## src/rtl/seq_mult_ctrl.sv

```systemverilog
// seq_mult_ctrl
// Sequential shift-add multiplier controller. Computes the unsigned product
// of two W-bit operands by reusing one external W-bit adder (adder_8) for W
// clock cycles, one partial-product step per cycle.
//
// Ports:
//   clk      in   rising-edge system clock
//   rst_n    in   asynchronous active-low reset
//   start    in   operation request, sampled only in IDLE
//   a_in     in   W-bit multiplicand, captured on the accept edge
//   b_in     in   W-bit multiplier, captured on the accept edge
//   busy     out  high while iterating (RUN)
//   done     out  one-cycle completion pulse (DONE)
//   product  out  2W-bit registered product, held until the next completion
//   add_a    out  adder operand a (accumulator high half)
//   add_b    out  adder operand b (multiplicand or zero)
//   add_ci   out  adder carry-in, tied to 0
//   add_s    in   adder sum (combinational from add_a/add_b/add_ci)
//   add_co   in   adder carry-out
module seq_mult_ctrl #(
    parameter int W  = 8,
    parameter int CW = 4
) (
    input  logic           clk,
    input  logic           rst_n,
    input  logic           start,
    input  logic [W-1:0]   a_in,
    input  logic [W-1:0]   b_in,
    output logic           busy,
    output logic           done,
    output logic [2*W-1:0] product,
    output logic [W-1:0]   add_a,
    output logic [W-1:0]   add_b,
    output logic           add_ci,
    input  logic [W-1:0]   add_s,
    input  logic           add_co
);

    typedef enum logic [1:0] {
        IDLE = 2'd0,
        RUN  = 2'd1,
        DONE = 2'd2
    } state_t;

    localparam logic [CW-1:0] LAST_CNT = CW'(W - 1);

    state_t        state;
    state_t        state_next;
    logic [W-1:0]  mcand;
    logic [W-1:0]  acc_hi;
    logic [W-1:0]  acc_lo;
    logic [CW-1:0] cnt;

    // The low accumulator half doubles as the multiplier shift register, so
    // its LSB is the multiplier bit for the current step.
    assign add_a  = acc_hi;
    assign add_b  = acc_lo[0] ? mcand : '0;
    assign add_ci = 1'b0;

    assign busy = (state == RUN);
    assign done = (state == DONE);

    always_ff @(posedge clk or negedge rst_n) begin
        if (!rst_n) begin
            state <= IDLE;
        end else begin
            state <= state_next;
        end
    end

    always_comb begin
        state_next = state;
        case (state)
            IDLE: begin
                if (start) begin
                    state_next = RUN;
                end
            end
            RUN: begin
                if (cnt == LAST_CNT) begin
                    state_next = DONE;
                end
            end
            DONE: begin
                state_next = IDLE;
            end
            default: begin
                state_next = IDLE;
            end
        endcase
    end

    always_ff @(posedge clk or negedge rst_n) begin
        if (!rst_n) begin
            mcand   <= '0;
            acc_hi  <= '0;
            acc_lo  <= '0;
            cnt     <= '0;
            product <= '0;
        end else begin
            case (state)
                IDLE: begin
                    if (start) begin
                        mcand  <= a_in;
                        acc_lo <= b_in;
                        acc_hi <= '0;
                        cnt    <= '0;
                    end
                end
                RUN: begin
                    // Sum (with carry as bit W) shifts right by one across
                    // both accumulator halves; the consumed multiplier bit
                    // falls off the bottom of acc_lo.
                    acc_hi <= {add_co, add_s[W-1:1]};
                    acc_lo <= {add_s[0], acc_lo[W-1:1]};
                    cnt    <= cnt + CW'(1);
                    if (cnt == LAST_CNT) begin
                        product <= {add_co, add_s, acc_lo[W-1:1]};
                    end
                end
                default: begin
                end
            endcase
        end
    end

endmodule

```

## config.mk

```make
export PLATFORM = sky130hd
export DESIGN_NAME = seq_mult_ctrl
export DESIGN_NICKNAME = d
export VERILOG_FILES = /design/src/rtl/seq_mult_ctrl.sv
export SDC_FILE = /design/constraint.sdc
export NUM_CORES = 1
export LEC_CHECK = 0
export BUFFER_PORTS_ARGS = -buffer_cell sky130_fd_sc_hd__buf_2
export CAP_MARGIN = 20
export CORE_UTILIZATION = 33
export CTS_BUF_LIST = sky130_fd_sc_hd__clkbuf_8
export CTS_CLUSTER_DIAMETER = 50
export DETAILED_ROUTE_END_ITERATION = 10
export PLACE_DENSITY = 0.54
export SLEW_MARGIN = 20
export SYNTH_ARGS = -nofsm -noshare
export SYNTH_HDL_FRONTEND = slang
export SYNTH_SLANG_ARGS = --single-unit
```

## constraint.sdc

```tcl
create_clock -name clk -period 1.8 [get_ports clk]
set_clock_uncertainty 0.2 [all_clocks]
set_input_delay 0.09 -clock clk [delete_from_list [all_inputs] [get_ports clk]]
set_output_delay 0.09 -clock clk [all_outputs]
set_load 0.005 [all_outputs]
```

== Word-level counts from Yosys, hierarchy flattened ==
Index checks and enable logic that the tools add are counted.
Widths: inputs -> output; s select.
Word-level totals
  bits in registers: 46
  bits in latches: 0
  memory bits (writable): 0
  ROM bits: 0
  output and inout port bits: 35
  memories: 0
Operators by class
  $add $sub $neg: 1
  multiply operators: 0
  div/mod/pow operators: 0
  $lt $le $gt $ge: 0
  eq/ne operators: 5
  shift-type cells: 0
  multiplexer cells: 10
  bitwise logic cells: 0
  reductions and logical operators: 6
Operator list (count)
  $pmux 8 s2: 2
  $mux 8: 3
  $pmux 4 s2: 1
  $reduce_and 2->1: 4
  $add 4x1->4 const B: 1
  $eq 4x3->1 const B: 1
  $mux 2: 2
  $mux 4: 1
  $pmux 2 s2: 1
  $eq 2x1->1 const B: 1
  $eq 2x2->1 const B: 1
  $logic_not 2->1: 1
  $ne 2x1->1 const B: 1
  $ne 2x2->1 const B: 1
  $reduce_bool 2->1: 1

== Longest topological paths before layout ==
Gate-level depths: netlist of the first run.
  depth in word-level cells: 3
  gate-level depth with buffers: 5

== Worst setup path after synthesis of the first run ==
OpenSTA, ideal clock, no wires.
  path kind: register -> register
  start point: register cnt[0]
  end point: register product[12]
  library setup time: 127 ps
  data arrival time: 1412 ps
  required time: 1473 ps
  path slack: 61 ps
  stages on the path, launching flop included: 6
  path buffers: 1
  cell sequence: dfrtp_1 > ha_1 > nand2_1 > nor3_4 > buf_8 > mux2_1
On the way
  longest elaborated chain between the ends: 2
Ends and longest elaborated chain
  from (decl): line 52  | logic [CW-1:0] cnt;
  from (signal assigned): line 116  | cnt <= cnt + CW'(1);
  $eq 4x3->1: line 117  | if (cnt == LAST_CNT) begin
  $reduce_and 2->1 (no line)
  to (signal assigned): line 118  | product <= {add_co, add_s, acc_lo[W-1:1]};
  to (decl): line 31  | output logic [2*W-1:0] product,
No other way between the ends.
A chain may end at the register's enable or synchronous reset.

== Worst setup path in the final report of the first run ==
  start point: register state[0]
  end point: output port busy
On the way
  longest elaborated chain between the ends: 1
Ends and longest elaborated chain
  from (decl): line 47  | state_t state;
  from (signal assigned): line 67  | state <= state_next;
  $eq 2x1->1: line 60  | assign busy = (state == RUN);
  to (decl): line 29  | output logic busy,
No other way between the ends.

==> results.sh, run 1 <==
export IMPL_seq_power_share_pct=46.4
export IMPL_post_drt_wl_per_cell_um=13.4
export IMPL_die_w_um=78.8
export IMPL_cp_top_family="buffers and inverters"
export IMPL_fillers=534
export IMPL_hp_class="in2reg"
export IMPL_yosys_area_top_type="dfrtp_1"
export IMPL_io_buffer_count=61
export IMPL_worstHoldEndpoint="acc_lo[5]"
export IMPL_min_period_ns=1.68
export IMPL_grt_usage_pct=15.0
export IMPL_r2r_start="cnt[0]"
export IMPL_finalWirelength_um=4190
export IMPL_netlist_area_mm2=0.00195
export IMPL_viasPerCell=4.59
export IMPL_cap_violations=0
export IMPL_drc_errors=0
export IMPL_max_slew_margin_rel_pct=63.7
export IMPL_first_pass_iters=4
export IMPL_num_vias=1432
export IMPL_drive_gt1_share_pct=42.9
export IMPL_yosysWarnings=0
export IMPL_power_density_mw_per_mm2=1470
export IMPL_slew_viol_final=0
export IMPL_numCtsBuffers=5
export IMPL_synthesis_nets=173
export IMPL_synth_seq_cells=46
export IMPL_cp_slowest_cell="dfrtp_1"
export IMPL_critPathCaptureType="output port"
export IMPL_tightest_slew_ns=0.545
export IMPL_start_util_pct=34.7
export IMPL_pre_cts_ws_ns=0.122
export IMPL_place_hpwl_um=2870
export IMPL_antenna_found_initial=0
export IMPL_vdd_drop_max_v=0.000723
export IMPL_numClockSinks=46
export IMPL_met3_usage_pct=4.14
export IMPL_worst_slack_ns=0.121
export IMPL_core_region_area_mm2=0.00561
export IMPL_r2r_end="product[6]"
export IMPL_worstPathBufferInverterCount=3
export IMPL_antenna_left=0
export IMPL_synth_area_per_cell_um2=13.5
export IMPL_fin_nets=269
export IMPL_regArea_mm2=0.00115
export IMPL_synth_distinct_cells=27
export IMPL_grt_max_degree=25
export IMPL_die_area_mm2=0.00621
export IMPL_root_buffer="clkbuf_8"
export IMPL_clockBufferDepth=2
export IMPL_outcome="finished, final reports clean"
export IMPL_critPathArrivalTime_ns=1.39
export IMPL_fin_tns_setup_ns=0
export IMPL_boundaryPins=63
export IMPL_path_cells="nand2b_4 > clkinvlp_4 > buf_4 > buf_2"
export IMPL_postCtsSetupBuffers=0
export IMPL_finalCritPeriodShare_pct=93.3
export IMPL_crit_path_max_incr_delay_ns=0.45
export IMPL_critical_path_class="reg2out"
export IMPL_top_usage_layer="met2"
export IMPL_power_leakage_uw=0.00129
export IMPL_drtIter0Drc=69
export IMPL_pwr_share_comb_pct=39.2
export IMPL_synthToLayoutAreaGrowth_pct=39.5
export IMPL_grt_first_pass_wirelength_um=7030
export IMPL_synth_top_area_share_pct=59.2
export IMPL_synth_top_cells_by_area="dfrtp_1, mux2_2, mux2_4"
export IMPL_regToRegSetupSlack_ns=0.12
export IMPL_rows=27
export IMPL_max_freq_ghz=0.596
export IMPL_critPathRequiredTime_ns=1.51
export IMPL_path_clk_slew_ns=0.08
export IMPL_worstHoldStart="b_in[5]"
export IMPL_hold_path_depth=4
export IMPL_startpoint_type="flip-flop"
export IMPL_crit_fanout=9
export IMPL_internal_power_uw=2710
export IMPL_fp_dieH_um=78.8
export IMPL_worst_skew_pair_late_latency_ns=0.29
export IMPL_gp_congestion=0.696
export IMPL_syn_instance_count=144
export IMPL_seq_area_frac_synth_pct=59.2
export IMPL_cts_tree="done"
export IMPL_hold_viol=0
export IMPL_clkPwrFrac_pct=14.4
export IMPL_grt_use_met1_pct=19.7
export IMPL_grt_pass1_vias=1445
export IMPL_multi_input_area_um2=746
export IMPL_cts_htree_levels=2
export IMPL_sw_frac_of_total_pct=31.8
export IMPL_diodes=0
export IMPL_grt_ovfl_total=0
export IMPL_fin_util_pct=48.4
export IMPL_met2_usage_pct=24.8
export IMPL_rsz0062_at_grt="false"
export IMPL_reg2reg_depth=5
export IMPL_p_switching_uw=1270
export IMPL_setup_viol=0
==> flip-flops by register name, indices dropped and copies added, names as in the netlist <==
signal,count
mcand,8
acc_lo,8
state,2
cnt,4
add_a,8
product,16
==> area by class of cell <==
cell class / count / share of cell area, %
Clock buffer: 5 / 2.54
Tap cell: 72 / 3.32
Sequential cell: 46 / 42.4
Clock inverter: 2 / 0.277
Multi-Input combinational cell: 90 / 27.5
Inverter: 1 / 0.277
Timing Repair Buffer: 96 / 23.7
==> worst register-to-register path: cells and delay by family, from the launching register on <==
kind                     cells  cell delay, ns
AND/OR/NAND/NOR              2            0.26
adder cells (fa/ha/maj)      1            0.18
flip-flops                   1            0.39
multiplexers                 1            0.35
buffers and inverters        1            0.19
==> cell families after synthesis <==
logic type | after synthesis | share of synthesized area, %
compound gates | 33 | 11.4
fa+ha+maj | 1 | 0.643
buf+inv | 8 | 2.51
flops | 46 | 59.2
mux | 26 | 16.5
other cells | 1 | 0.193
simple gates | 29 | 9.52
==> placed cells by master (no fill, tap or decap) <==
| master | n |
|---|---|
| a21oi_1 | 5 |
| a22o_1 | 10 |
| a22oi_1 | 7 |
| and2_1 | 8 |
| and3b_1 | 1 |
| buf_12 | 1 |
| buf_2 | 61 |
| buf_4 | 9 |
| clkbuf_8 | 5 |
| clkinvlp_4 | 1 |
| conb_1 | 1 |
| dfrtp_1 | 46 |
| dlygate4sd3_1 | 25 |
| ha_1 | 1 |
| inv_1 | 2 |
| mux2_1 | 1 |
| mux2_2 | 16 |
| mux2_4 | 8 |
| mux2i_1 | 1 |
| nand2_1 | 6 |
| nand2b_1 | 2 |
| nand2b_4 | 1 |
| nand4_1 | 1 |
| nor2_1 | 1 |
| nor2b_1 | 7 |
| nor3_4 | 1 |
| nor3b_1 | 1 |
| o21ai_0 | 10 |
| o21bai_1 | 1 |
==> what timing repair did <==
item | CTS | global route
endpoints found under the setup margin | 0 | 1
gates resized for setup | 0 | 1
endpoints found under the hold margin | 54 | 0
hold buffers | 25 | 0
==> synth_stat cells <==
| master | count |
|---|---|
| buf_8 | 1 |
| and2_1 | 8 |
| mux2i_1 | 1 |
| o21bai_1 | 1 |
| nor2b_1 | 7 |
| nor2_1 | 1 |
| buf_4 | 1 |
| o21ai_0 | 10 |
| nand2b_4 | 1 |
| nand4_1 | 1 |
| nor3b_1 | 1 |
| buf_2 | 3 |
| conb_1 | 1 |
| nor3_4 | 1 |
| a22o_1 | 10 |
| mux2_4 | 8 |
| and3b_1 | 1 |
| a22oi_1 | 7 |
| mux2_2 | 16 |
| nand2b_1 | 2 |
| inv_1 | 1 |
| mux2_1 | 1 |
| dfrtp_1 | 46 |
| clkbuf_1 | 2 |
| nand2_1 | 6 |
| a21oi_1 | 5 |
| ha_1 | 1 |
==> power groups by stage <==
stage	clock network [uW]	logic, uW	registers, uW
after detailed placement	0	1530	1860
after floorplan	0	905	1820
after global placement	0	1510	1870
after global routing	652	1720	1930
final	573	1560	1850
after CTS	602	1570	1850
==> metal layers <==
metal | up-vias | part of all wire (%)
met5 | - | 0
met1 | 686 | 49
met2 | 46 | 46
met4 | 0 | 0
met3 | 0 | 4.5
li1 | 700 | -
==> metrics by stage <==
step | total power (uW) | hold slack [ns] | area (um2) | cells
finish | 3980 | 0.0347 | 2710 | 312
global route | 4300 | 0.0858 | 2710 | 312
CTS | 4020 | 0.0273 | 2710 | 312
detailed placement | 3390 | -0.0814 | 2380 | 280
global placement | 3370 | -0.0858 | 2380 | 280
floorplan | 2730 | -0.406 | 1950 | 144
==> worst max path at each step <==
stage / startpoint / to / slack, ns / cells after the start
finish: state[0] / busy / 0.12 / 4
global route: cnt[0] / product[12] / 0.01 / 5
CTS: state[1] / busy / 0.03 / 4
detailed placement: cnt[0] / product[6] / 0.12 / 5
global placement: cnt[0] / product[6] / 0.15 / 5
floorplan: cnt[0] / product[12] / 0.06 / 5
Power figures use the tool's default switching activity.
==> run 2, diff against run 1 <==
CELL_PAD_IN_SITES_DETAIL_PLACEMENT = 0   (was not set)
CELL_PAD_IN_SITES_GLOBAL_PLACEMENT = 1   (was not set)
GPL_ROUTABILITY_DRIVEN = 0   (was not set)
PLACE_DENSITY = 0.66   (was 0.54)
==> run 2 against run 1 <==
  * Wire length is 1.4% higher
  * Clock power increased by 12%
  * Critical path depth is 1 higher
  * Power grew 1.7%
  * Utilization grew 0.29 points
  * Via count grew 0.42%
==> results.sh, run 2 (synthesis results as in run 1) <==
export IMPL_outcome="finished, final reports clean"
export IMPL_grt_first_pass_wirelength_um=7180
export IMPL_cp_slowest_cell="dfrtp_1"
export IMPL_regMostFlops="product"
export IMPL_vdd_drop_max_v=0.000615
export IMPL_place_hpwl_um=2850
export IMPL_power_leakage_uw=0.00130
export IMPL_postCtsSetupBuffers=0
export IMPL_largest_register_ffs=16
export IMPL_grt_ovfl_total=0
export IMPL_max_freq_ghz=0.594
export IMPL_numPlacedInstances=279
export IMPL_fin_tns_setup_ns=0
export IMPL_startpoint_type="flip-flop"
export IMPL_setup_viol=0
export IMPL_path_cells="ha_1 > nand2_1 > nor3_4 > buf_12 > mux2_2"
export IMPL_numCtsBuffers=5
export IMPL_synthToLayoutAreaGrowth_pct=40.3
export IMPL_final_cell_mix="buf_2, dfrtp_1, dlygate4sd3_1, mux2_2"
export IMPL_clockBufferDepth=2
export IMPL_cts_htree_levels=2
export IMPL_num_vias=1438
export IMPL_critPathCaptureType="flip-flop"
export IMPL_antenna_left=0
export IMPL_cts_tree="done"
export IMPL_drc_errors=0
export IMPL_critPathArrivalTime_ns=1.67
export IMPL_min_period_ns=1.68
export IMPL_fillers=528
export IMPL_hp_class="in2reg"
export IMPL_slew_viol_final=0
export IMPL_post_drt_wl_per_cell_um=13.6
export IMPL_root_buffer="clkbuf_8"
export IMPL_first_pass_iters=4
export IMPL_finalCritPeriodShare_pct=93.5
export IMPL_die_area_mm2=0.00621
export IMPL_critPathRequiredTime_ns=1.79
export IMPL_rows=27
export IMPL_numClockSinks=46
export IMPL_mostFrequentLayoutCell="buf_2"
export IMPL_die_w_um=78.8
export IMPL_worst_skew_pair_late_latency_ns=0.29
export IMPL_grt_max_degree=29
export IMPL_grt_usage_pct=15.0
export IMPL_grt_pass1_vias=1458
export IMPL_antenna_found_initial=0
export IMPL_power_density_mw_per_mm2=1480
export IMPL_hold_viol=0
export IMPL_fp_dieH_um=78.8
export IMPL_diodes=0
export IMPL_cts_resized_gates=0
export IMPL_finalWirelength_um=4250
export IMPL_io_buffer_count=61
export IMPL_rsz0062_at_grt="false"
export IMPL_critical_path_class="reg2reg"
export IMPL_final_cell_count_no_fill=312
export IMPL_crit_fanout=17
export IMPL_path_clk_slew_ns=0.08
export IMPL_drive_gt1_share_pct=42.9
export IMPL_cap_violations=0
export IMPL_drtIter0Drc=34
export IMPL_crit_path_max_incr_delay_ns=0.39
export IMPL_start_util_pct=34.7
export IMPL_boundaryPins=63
export IMPL_regArea_mm2=0.00115
export IMPL_core_region_area_mm2=0.00561
export IMPL_viasPerCell=4.61
export IMPL_fin_nets=268
export IMPL_multi_input_area_um2=746
==> run 2: cell types whose count changed in the layout (fill, tap and decap cells not counted), sizes merged <==
cell      before  now
buf           71   70
clkbuf         5    6
clkinv         0    1
clkinvlp       1    0
==> run 2: layer usage <==
layer	global-route usage (%)	vias up	share of wire (%)
met5	0	-	0
met4	3.89	0	1.0
met3	4.25	6	6.9
met2	23.0	59	42
met1	20.8	676	50
li1	-	697	-
==> run 2: critical path: cells and delay by family, from the launching register on <==
family / cells / cell delay (ns)
DFF: 1 / 0.39
muxes: 1 / 0.35
and+or+nand+nor: 2 / 0.25
buffers and inverters: 1 / 0.19
adders and majority gates: 1 / 0.18
==> run 2: cell type report <==
cell class	count	area share [%]
Timing Repair Buffer	95	23.7
Sequential cell	46	42.2
Inverter	1	0.137
Multi-Input combinational cell	90	27.3
Clock inverter	2	0.321
Clock buffer	6	3.02
Tap cell	72	3.30
==> run 2: worst paths after layout <==
kind	start	slack, ns	depth (start not counted)	end
worst max-delay path	cnt[0]	0.12	5	product[6]
worst min-delay path	b_in[5]	0.02	4	acc_lo[5]
worst max register to register	cnt[0]	0.12	5	product[6]
worst min register to register	product[12]	0.29	1	product[12]
max in group asynchronous	rst_n	0.82	3	acc_lo[2]
min in group asynchronous	rst_n	0.09	2	cnt[3]
==> run 2: timing repair <==
action / CTS / global route
hold endpoints to repair: 78 / 0
hold buffers: 25 / 0
setup endpoints to repair: 0 / 0
==> run 2: metrics by stage <==
| stage | area (um2) | setup WS, ns | hold WS [ns] | power, uW | util, % |
|---|---|---|---|---|---|
| finish | 2730 | 0.117 | 0.0212 | 4050 | 48.7 |
| global route | 2730 | 0.0174 | 0.0602 | 4360 | 48.7 |
| CTS | 2730 | 0.0930 | 0.0194 | 4100 | 48.7 |
| detailed placement | 2390 | 0.110 | -0.135 | 3400 | 42.6 |
| global placement | 2390 | 0.147 | -0.138 | 3390 | 42.6 |
| floorplan | 1950 | 0.0607 | -0.406 | 2730 | - |
==> run 2: where the power goes <==
part | total (uW) | switching [uW] | internal [uW]
sequential | 1840 | 314 | 1520
combinational | 1570 | 635 | 936
clock | 639 | 335 | 304
total | 4050 | 1280 | 2760
